==> src/rtl/mem_bridge_pkg.sv <==
// Shared types for the core memory port: access sizes, MMIO register offsets and the alignment rule.
package mem_bridge_pkg;

  typedef enum logic [2:0] {
    MEM_B  = 3'd0,
    MEM_H  = 3'd1,
    MEM_W  = 3'd2,
    MEM_BU = 3'd4,
    MEM_HU = 3'd5
  } mem_addr_t;

  localparam logic [7:0] MMIO_TX     = 8'h00;
  localparam logic [7:0] MMIO_STATUS = 8'h04;
  localparam logic [7:0] MMIO_CYC_LO = 8'h08;
  localparam logic [7:0] MMIO_CYC_HI = 8'h0C;
  localparam logic [7:0] MMIO_EXIT   = 8'h10;

  // Only the two low address bits decide alignment.
  function automatic logic is_misaligned(input logic [1:0] addr, input mem_addr_t size);
    case (size)
      MEM_H, MEM_HU: return addr[0];
      MEM_W:         return addr != 2'b00;
      default:       return 1'b0;
    endcase
  endfunction

endpackage

==> src/rtl/sync_fifo.sv <==
// Synchronous FIFO, DEPTH a power of 2; head is read straight from storage (no fall-through).
// A push into a full FIFO is accepted only when a pop happens in the same cycle.
module sync_fifo #(
  parameter int WIDTH = 8,
  parameter int DEPTH = 8
) (
  input  logic                     clk,
  input  logic                     rst,
  input  logic                     push,
  input  logic [WIDTH-1:0]         push_data,
  input  logic                     pop,
  output logic [WIDTH-1:0]         pop_data,
  output logic                     full,
  output logic                     empty,
  output logic [$clog2(DEPTH):0]   level
);

  localparam int AW = $clog2(DEPTH);
  localparam logic [AW:0] FULL_LEVEL = (AW + 1)'(DEPTH);

  logic [WIDTH-1:0] mem [DEPTH];
  logic [AW-1:0]    wptr;
  logic [AW-1:0]    rptr;
  logic             do_push;
  logic             do_pop;

  assign empty    = (level == '0);
  assign full     = (level == FULL_LEVEL);
  assign do_pop   = pop & ~empty;
  assign do_push  = push & (~full | do_pop);
  assign pop_data = mem[rptr];

  always_ff @(posedge clk) begin
    if (rst) begin
      wptr  <= '0;
      rptr  <= '0;
      level <= '0;
    end else begin
      if (do_push) wptr <= wptr + 1'b1;
      if (do_pop)  rptr <= rptr + 1'b1;
      case ({do_push, do_pop})
        2'b10:   level <= level + 1'b1;
        2'b01:   level <= level - 1'b1;
        default: ;
      endcase
    end
  end

  always_ff @(posedge clk) begin
    if (do_push) mem[wptr] <= push_data;
  end

endmodule

==> src/rtl/mem_bridge.sv <==
// Core memory port to word RAM + MMIO: lane steering and load extension are combinational (zero latency);
// console bytes go through a TX FIFO, overflowing pushes are dropped and flagged.
module mem_bridge
  import mem_bridge_pkg::*;
#(
  parameter logic [31:0] RESET_PC   = 32'h0000_0000,
  parameter int          RAM_AW     = 14,
  parameter int          FIFO_DEPTH = 8,
  parameter logic [31:0] MMIO_BASE  = 32'hFFFF_FF00
) (
  input  logic              clk,
  input  logic              rst,
  input  logic              mem_read,
  input  logic              mem_wren,
  input  logic [31:0]       mem_addr,
  input  mem_addr_t         mem_size,
  input  logic [31:0]       memwrite_data,
  output logic [31:0]       memread_data,
  output logic [RAM_AW-1:0] ram_addr,
  output logic              ram_we,
  output logic [3:0]        ram_be,
  output logic [31:0]       ram_wdata,
  input  logic [31:0]       ram_rdata,
  output logic              tx_valid,
  output logic [7:0]        tx_data,
  input  logic              tx_ready,
  output logic              host_exit,
  output logic [31:0]       exit_code,
  output logic              fault,
  output logic [31:0]       fault_addr
);

  localparam int LW = $clog2(FIFO_DEPTH) + 1;

  logic          misaligned;
  logic          mmio_hit;
  logic          mmio_word;
  logic          mmio_wr;
  logic          mmio_rd;
  logic [7:0]    mmio_off;
  logic [3:0]    lane_be;
  logic [31:0]   lane_wdata;
  logic [31:0]   lane_sh;
  logic [31:0]   load_ext;
  logic [31:0]   mmio_rdata;
  logic [63:0]   cyc_cnt;
  logic [31:0]   hi_shadow;
  logic          tx_overflow;
  logic          tx_push;
  logic          tx_pop;
  logic          fifo_full;
  logic          fifo_empty;
  logic [LW-1:0] fifo_level;
  logic [7:0]    fifo_head;

  assign misaligned = is_misaligned(mem_addr[1:0], mem_size);
  assign mmio_hit   = (mem_addr[31:8] == MMIO_BASE[31:8]);
  assign mmio_off   = mem_addr[7:0];
  // Only aligned word accesses reach the MMIO registers.
  assign mmio_word  = mmio_hit & (mem_size == MEM_W) & ~misaligned & ~rst;
  assign mmio_wr    = mmio_word & mem_wren;
  assign mmio_rd    = mmio_word & mem_read;

  always_comb begin
    lane_be    = 4'b1111;
    lane_wdata = memwrite_data;
    case (mem_size)
      MEM_B, MEM_BU: begin
        lane_be    = 4'b0001 << mem_addr[1:0];
        lane_wdata = {4{memwrite_data[7:0]}};
      end
      MEM_H, MEM_HU: begin
        lane_be    = mem_addr[1] ? 4'b1100 : 4'b0011;
        lane_wdata = {2{memwrite_data[15:0]}};
      end
      default: ;
    endcase
  end

  assign ram_addr  = rst ? '0 : mem_addr[RAM_AW+1:2];
  assign ram_we    = mem_wren & ~misaligned & ~mmio_hit & ~rst;
  assign ram_be    = rst ? '0 : lane_be;
  assign ram_wdata = rst ? '0 : lane_wdata;

  always_comb begin
    lane_sh = ram_rdata >> {mem_addr[1:0], 3'b000};
    case (mem_size)
      MEM_B:   load_ext = {{24{lane_sh[7]}}, lane_sh[7:0]};
      MEM_BU:  load_ext = {24'h0, lane_sh[7:0]};
      MEM_H:   load_ext = {{16{lane_sh[15]}}, lane_sh[15:0]};
      MEM_HU:  load_ext = {16'h0, lane_sh[15:0]};
      default: load_ext = ram_rdata;
    endcase
  end

  always_comb begin
    mmio_rdata = '0;
    case (mmio_off)
      MMIO_STATUS: mmio_rdata = 32'({tx_overflow, fifo_full, fifo_level});
      MMIO_CYC_LO: mmio_rdata = cyc_cnt[31:0];
      MMIO_CYC_HI: mmio_rdata = hi_shadow;
      default:     ;
    endcase
  end

  always_comb begin
    if (rst)             memread_data = RESET_PC;
    else if (misaligned) memread_data = '0;
    else if (mmio_hit)   memread_data = mmio_word ? mmio_rdata : '0;
    else                 memread_data = load_ext;
  end

  assign tx_push  = mmio_wr & (mmio_off == MMIO_TX);
  assign tx_pop   = tx_valid & tx_ready;
  assign tx_valid = ~fifo_empty;
  assign tx_data  = tx_valid ? fifo_head : 8'h00;

  sync_fifo #(
    .WIDTH (8),
    .DEPTH (FIFO_DEPTH)
  ) u_tx_fifo (
    .clk       (clk),
    .rst       (rst),
    .push      (tx_push),
    .push_data (memwrite_data[7:0]),
    .pop       (tx_pop),
    .pop_data  (fifo_head),
    .full      (fifo_full),
    .empty     (fifo_empty),
    .level     (fifo_level)
  );

  always_ff @(posedge clk) begin
    if (rst) begin
      cyc_cnt     <= '0;
      hi_shadow   <= '0;
      tx_overflow <= 1'b0;
      host_exit   <= 1'b0;
      exit_code   <= '0;
      fault       <= 1'b0;
      fault_addr  <= '0;
    end else begin
      cyc_cnt <= cyc_cnt + 64'd1;
      // Latching the upper half on the LO read keeps a later HI read coherent.
      if (mmio_rd && mmio_off == MMIO_CYC_LO) hi_shadow <= cyc_cnt[63:32];
      if (tx_push && fifo_full && !tx_pop)        tx_overflow <= 1'b1;
      else if (mmio_wr && mmio_off == MMIO_STATUS) tx_overflow <= 1'b0;
      if (mmio_wr && mmio_off == MMIO_EXIT) begin
        host_exit <= 1'b1;
        exit_code <= memwrite_data;
      end
      if ((mem_read || mem_wren) && misaligned) begin
        fault <= 1'b1;
        if (!fault) fault_addr <= mem_addr;
      end
    end
  end

endmodule

==> config.mk <==
export PLATFORM = sky130hd
export DESIGN_NAME = mem_bridge
export DESIGN_NICKNAME = d
export VERILOG_FILES = /design/src/rtl/mem_bridge_pkg.sv /design/src/rtl/sync_fifo.sv /design/src/rtl/mem_bridge.sv
export SDC_FILE = /design/constraint.sdc
export NUM_CORES = 1
export LEC_CHECK = 0
export ABC_CLOCK_PERIOD_IN_PS = 3500
export CAP_MARGIN = 20
export CORE_AREA = 2 2 173 175
export DETAILED_ROUTE_END_ITERATION = 7
export DIE_AREA = 0 0 175 177
export PLACE_DENSITY = 0.72
export SETUP_SLACK_MARGIN = 0.5
export SYNTH_ARGS = -nofsm -noshare
export SYNTH_HDL_FRONTEND = slang
export SYNTH_SLANG_ARGS = --single-unit
==> constraint.sdc <==
create_clock -name clk -period 3.5 [get_ports clk]
set_input_delay 0.525 -clock clk [delete_from_list [all_inputs] [get_ports clk]]
set_output_delay 0.525 -clock clk [all_outputs]
set_load 0.01 [all_outputs]
==> results of run 1 <==
-- metrics by stage --
stage | std cells | power (uW) | area (um^2) | utilization
after detailed placement | 1957 | 4140 | 15240 | 0.5211
after CTS | 2020 | 7025 | 16330 | 0.5584
after floorplan | 1329 | 3532 | 11840 | -
after global placement | 1957 | 4128 | 15240 | 0.5211
after global routing | 2031 | 7237 | 16540 | 0.5656
final | 2031 | 7002 | 16540 | 0.5656
-- tightest hold or removal path, stage by stage --
cell and delay (ns):
dlymetal6s2s_1 0.10, mux2i_1 0.07, nor2_1 0.07
-- cells in the final DEF, fill, tap and decap left out, types with 17 or more instances in the layout --
cell             count
a22o_1              32
nand3_1             22
edfxtp_1            64
nand4_1             28
clkdlybuf4s50_1    200
a21oi_1            140
clkbuf_16           28
dfxtp_1            175
buf_2               33
mux2i_1             67
xnor2_1             17
buf_4               71
nor2b_1             36
nand2_1            205
inv_1               28
nor2_1             124
o21ai_0             40
or3_1               26
mux4_2              17
-- cell usage after synthesis (all sizes together) (2+ instances only) --
cell type	instances	area [um^2]
a21oi	157	785.8
a221o	7	70.07
a22o	32	280.3
a22oi	7	52.55
a2bb2oi	7	61.31
and2	5	31.28
and3	5	31.28
and4	7	61.31
buf	19	98.85
clkbuf	79	296.5
dfxtp	176	3523
edfxtp	64	1922
ha	4	50.05
inv	28	105.1
mux2	6	67.56
mux2i	69	690.7
mux4	17	382.9
nand2	206	773.2
nand2b	8	50.05
nand3	22	110.1
nand4	29	187.7
nand4b	2	17.52
nor2	128	480.5
nor2b	37	231.5
nor3	15	75.07
nor3b	2	15.01
nor4	15	100.1
nor4b	2	32.53
o211ai	16	120.1
o21ai	42	210.2
o2bb2ai	6	52.55
o31ai	17	127.6
o41ai	2	17.52
or2	3	18.77
or3	26	162.7
or4	19	150.1
or4b	2	20.02
xnor2	17	148.9
xor2	10	87.58
-- routing by layer --
| layer | routed length, um | track usage | part of all wire | vias up |
|---|---|---|---|---|
| met5 | 8 | 0 | 0.00020 | - |
| met3 | 2851 | 0.03308 | 0.071 | 86 |
| met1 | 16000 | 0.3133 | 0.40 | 5466 |
| met4 | 1403 | 0.09653 | 0.035 | 2 |
| li1 | - | - | - | 5353 |
| met2 | 19720 | 0.4354 | 0.49 | 439 |
-- layout make-up --
| class | count | area (um^2) | area share |
|---|---|---|---|
| inverter | 28 | 105.1 | 0.006355 |
| antenna | 3 | 7.507 | 0.0004539 |
| clock buffer | 31 | 700.7 | 0.04236 |
| timing repair buffer | 359 | 3530 | 0.2134 |
| clock inverter | 17 | 207.7 | 0.01256 |
| sequential | 240 | 5446 | 0.3293 |
| tap | 390 | 488.0 | 0.02950 |
| multi-input combinational | 963 | 6055 | 0.3661 |
-- cell families (layout without fill, tap and decap cells) --
kind of cell / Yosys count / in the layout / share of synthesized area
simple gates: 536 / 536 / 0.2178
compound gates: 304 / 304 / 0.1586
flops: 240 / 240 / 0.4605
buf+inv: 126 / 435 / 0.04233
mux: 92 / 92 / 0.09651
xor+xnor: 27 / 27 / 0.02000
fa+ha+maj: 4 / 4 / 0.004233
other cells: 0 / 3 / 0
-- registers in the layout (all words and copies together) (netlist names), 3 cells and up, named ones only --
signal	cells
u_tx_fifo.level	4
u_tx_fifo.mem	64
hi_shadow	32
u_tx_fifo.rptr	3
exit_code	32
u_tx_fifo.wptr	3
fault_addr	32
cyc_cnt	64
-- timing repair --
action                     4_1_cts  5_1_grt
resized for setup              195       37
pin swaps                       27       36
setup endpoints to repair       50       36
setup buffers                    9        6
cloned                           6        2
-- path summary, 6_finish.rpt --
| path | from | to | depth (start not counted) |
|---|---|---|---|
| worst min register to register | exit_code[18]$_SDFFE_PP0P_ | exit_code[18]$_SDFFE_PP0P_ | 2 |
| worst max register to register | cyc_cnt[27]$_SDFF_PP0_ | cyc_cnt[59]$_SDFF_PP0_ | 5 |
| worst min-delay path | mem_addr[23] | fault_addr[23]$_SDFFE_PP0P_ | 3 |
| worst max-delay path | mem_addr[0] | memread_data[29] | 11 |
-- power groups by stage --
stage / registers, uW / clock network (uW) / logic, uW
3_5_place_dp: 2980 / 0 / 1160
5_1_grt: 2930 / 3050 / 1260
2_1_floorplan: 2980 / 0 / 555
4_1_cts: 2920 / 2950 / 1160
6_report: 2920 / 2900 / 1180
3_3_place_gp: 2980 / 0 / 1150
==> impl_metrics.toml, run 1 <==
[clocking]
htree_num_levels = 1
clock_path_buffers = 3
clkSlewWorstSetupHoldPaths_ns = 0.06
clock_latency_ns = 0.53
cts_tree = "done"
ctsHoldBuffers = 0
root_buffer = "clkbuf_16"
numCtsBuffers = 26
clock-sinks = 240

[power_and_ir_drop]
p_sw_uw = 1728
clkPwrFrac = 0.414
powerDensity_mw_per_mm2 = 423.4
peakVddDrop_uv = 316.3
p_int_uw = 5274
p_leak_uw = 0.005754
comb_power_share = 0.168
seq_power_share = 0.417
swShare = 0.2467

[placement]
pre_cts_ws_ns = -0.1675
dp_hpwl_um = 27510
portBuffers = 261
place.gp.congestion = 0.8912

[synth]
avgSynthCellArea_um2 = 8.897
synth_warnings = 0
netlist_instances = 1329
synthArstFlopShare = 0
synth-edff-count = 64
syn_nets = 1437
synth.distinct_cells = 59
netlist_area_mm2 = 0.01182
ys_seq_elements = 240
yosys_most_used_dff = "dfxtp_1"
yosysSeqAreaShare = 0.4605

[sta]
worst_pin_slew_ns = 0.8134
holdWs_ns = 0.2873
layout_setup_ws_ns = 0.5155
grt_setup_unrepaired = "true"
period_needed_ns = 2.984
tns_ns = 0
hold_viol = 0
setup_viol = 0
slew_headroom = 0.4577
skew_ns = 0.01119
fin_crit_sh = 0.8527
slew_viol_final = 0
fmax_mhz = 335.1

[route]
routedWlPerCell_um = 19.68
wl_um = 39970
firstDrtPassIters = 6
num_vias = 11350
vias_per_cell = 5.586
ant_nets = 0
drc = 0
drtIter0Drc = 984

[floorplanning]
coreArea_mm2 = 0.02924
dieArea_mm2 = 0.03098
fp.dieW_um = 175
rows = 63
initial_core_util = 0.4043
ios = 262
die_y_um = 177

[grt]
antenna_found_initial = 4
grt_pass1_vias = 10960
grt_overflow = 0
grt_usage = 0.2492
grt_pass1_wl_um = 61040
grt_max_degree = 169

[job]
drv_cap = 0

[finish]
layout.nets = 1726
fillCellCount = 2521
drive_gt1_frac = 0.1520
syn_to_final_growth_pct = 39.88

[outcome]
status = "completed"

[critical_path]
critPathRequiredTime_ns = 2.97
cpMostUsedCell = "buf_6"
path_class = "in2out"
cp.arrival_ns = 2.46
crit_family = "buffers and inverters"
startpoint_type = "primary input"
path_buf_inv = 6
crit_path_max_incr_delay_ns = 0.54
path_cells = "buf_6 > or4_4 > buf_8 > buf_6 > nor4_4 > buf_6 > clkbuf_16 > a22o_1 > nand2_1 > a21oi_2 > buf_2"
critPathMaxFanout = 7
slowest_stage = "or4_4"
reg2reg_setup_slack_ns = 0.79
crit_path_end_kind = "primary output"

[worst_hold_path]
hold_path_class = "in2reg"
Power figures use the tool's default switching activity.
==> inputs of run 2 (changes only) <==
Settings changed: CELL_PAD_IN_SITES_DETAIL_PLACEMENT from default to 0, CELL_PAD_IN_SITES_GLOBAL_PLACEMENT from default to 1, CORE_AREA 2 2 173 175 to 2 2 190 192, DIE_AREA 0 0 175 177 to 0 0 192 194, PLACE_DENSITY 0.72 to 0.78.
==> impl_metrics.toml, run 2 (synthesized netlist as in run 1, its figures left out) <==
[route]
drtIter0Drc = 797
routedWlPerCell_um = 20.37
drc = 0
firstDrtPassIters = 7
vias_per_cell = 5.329
wl_um = 42720
ant_nets = 0
num_vias = 11170

[critical_path]
path_cells = "clkdlybuf4s50_1 > nand4_1 > nor4_2 > buf_4 > and2_1 > buf_12 > a221o_1 > a21oi_2 > buf_2"
path_class = "in2out"
slowest_stage = "clkdlybuf4s50_1"
critPathRequiredTime_ns = 2.97
crit_start = "mem_addr[29]"
reg2reg_setup_slack_ns = 0.75
crit_path_max_incr_delay_ns = 0.48
r2r_end = "u_tx_fifo.level[2]$_SDFFE_PP0P_"
reg2reg_depth = 12
critPathMaxFanout = 7
startpoint_type = "primary input"
regToRegStartpoint = "u_tx_fifo.level[1]$_SDFFE_PP0P_"
crit_path_end_kind = "primary output"
cp.arrival_ns = 2.43

[worst_hold_path]
hold_path_class = "in2reg"
hold_end = "fault_addr[5]$_SDFFE_PP0P_"
min_from = "mem_addr[5]"
hold-path-cell-count = 3

[sta]
slew_viol_final = 0
fmax_mhz = 338.7
hold_viol = 0
worst_pin_slew_ns = 0.9106
skew_ns = 0.008291
fin_crit_sh = 0.8435
period_needed_ns = 2.952
slew_headroom = 0.3929
grt_setup_unrepaired = "true"
setup_viol = 0

[floorplanning]
coreArea_mm2 = 0.03522
fp.dieW_um = 192
die_y_um = 194
rows = 69
ios = 262
initial_core_util = 0.3357
dieArea_mm2 = 0.03725

[grt]
grt_pass1_vias = 10640
grt_max_degree = 143
antenna_found_initial = 3
grt_usage = 0.2162
grt_pass1_wl_um = 62320
grt_overflow = 0

[finish]
mostFrequentLayoutCells = "nand2_1, clkdlybuf4s50_1, dfxtp_1"
syn_to_final_growth_pct = 41.23
postLayoutCoreUtil = 0.4741
final-instance-count-excl-fill = 2097
multi_input_comb_area_mm2 = 0.006035
layout.cells.most_common = "nand2_1"
layout.nets = 1722
largestRegisters = "cyc_cnt: 64 flops, u_tx_fifo.mem: 64 flops"
fillCellCount = 3368
regArea_mm2 = 0.005448
drive_gt1_frac = 0.1468

[placement]
portBuffers = 261
place.gp.congestion = 0.8666
dp_hpwl_um = 29330
dp_cells = 2021

[clocking]
clkSlewWorstSetupHoldPaths_ns = 0.06
clock_latency_ns = 0.54
clock-sinks = 240
clock_path_buffers = 3
root_buffer = "clkbuf_16"
htree_num_levels = 1
cts_tree = "done"
numCtsBuffers = 27
ctsHoldBuffers = 0

[power_and_ir_drop]
powerDensity_mw_per_mm2 = 430.1
peakVddDrop_uv = 412.4
p_leak_uw = 0.005815

[outcome]
status = "completed"

[job]
drv_cap = 0
==> run 2: cell types whose count changed in the layout (fill, tap and decap cells not counted), sizes merged, moves of 3 or more <==
cell,previous run,this run
buf,133,122
clkbuf,33,42
dlygate4sd2,10,5
dlymetal6s2s,13,17
clkinv,10,7
==> run 2: through the flow <==
stage / power (uW) / hold WS (ns) / instance area (um^2) / setup WS, ns / TNS (ns)
floorplan: 3532 / 0.4262 / 11840 / 0.3807 / 0
global placement: 4156 / 0.4383 / 15310 / -0.1609 / -4.400
detailed placement: 4164 / 0.4420 / 15310 / -0.2566 / -5.250
CTS: 7215 / 0.3502 / 16480 / 0.4560 / 0
global route: 7428 / 0.2805 / 16700 / 0.4697 / 0
finish: 7181 / 0.2536 / 16700 / 0.5477 / 0
==> run 2: area by class of cell <==
type | instances | area share
Tap cell | 461 | 0.03454
Sequential cell | 240 | 0.3262
Inverter | 28 | 0.006294
Multi-Input combinational cell | 963 | 0.3614
Clock buffer | 36 | 0.04496
Timing Repair Buffer | 354 | 0.2144
Antenna cell | 1 | 0.0001499
Clock inverter | 14 | 0.01206
==> run 2: where the power goes <==
group / internal [uW] / switching, uW / leakage [uW]
Combinational: 617 / 600 / 0.00335
Clock: 1870 / 1160 / 0.000471
Sequential: 2890 / 39.0 / 0.00200
Total: 5380 / 1800 / 0.00581
==> run 2: worst max-delay path, delay by kind of cell <==
kind | cells | cell delay, ns
AND/OR/NAND/NOR | 3 | 0.58
AO/OA/AOI/OAI | 2 | 0.37
buffers and inverters | 4 | 0.93
==> run 2: worst max-delay path by stage <==
stage,endpoint,slack (ns),cells after the start
after floorplan,memread_data[12],0.38,8
after global placement,memread_data[15],-0.16,8
after detailed placement,memread_data[5],-0.26,8
after CTS,memread_data[15],0.46,9
after global routing,memread_data[6],0.47,10
final,memread_data[9],0.55,9
==> run 2: per-layer routing <==
layer	up-vias	track usage	share of wire
li1	5340	-	-
met4	2	0.08312	0.039
met2	365	0.3722	0.49
met5	-	0	0.00030
met3	77	0.02914	0.063
met1	5390	0.2731	0.41
==> run 2: timing repair <==
action                                  CTS  global route
buffers inserted                         10             6
pin swaps                                21            15
cloned                                    5             4
endpoints found under the hold margin     0             0
resized for setup                       172            41
endpoints found under the setup margin   49            36
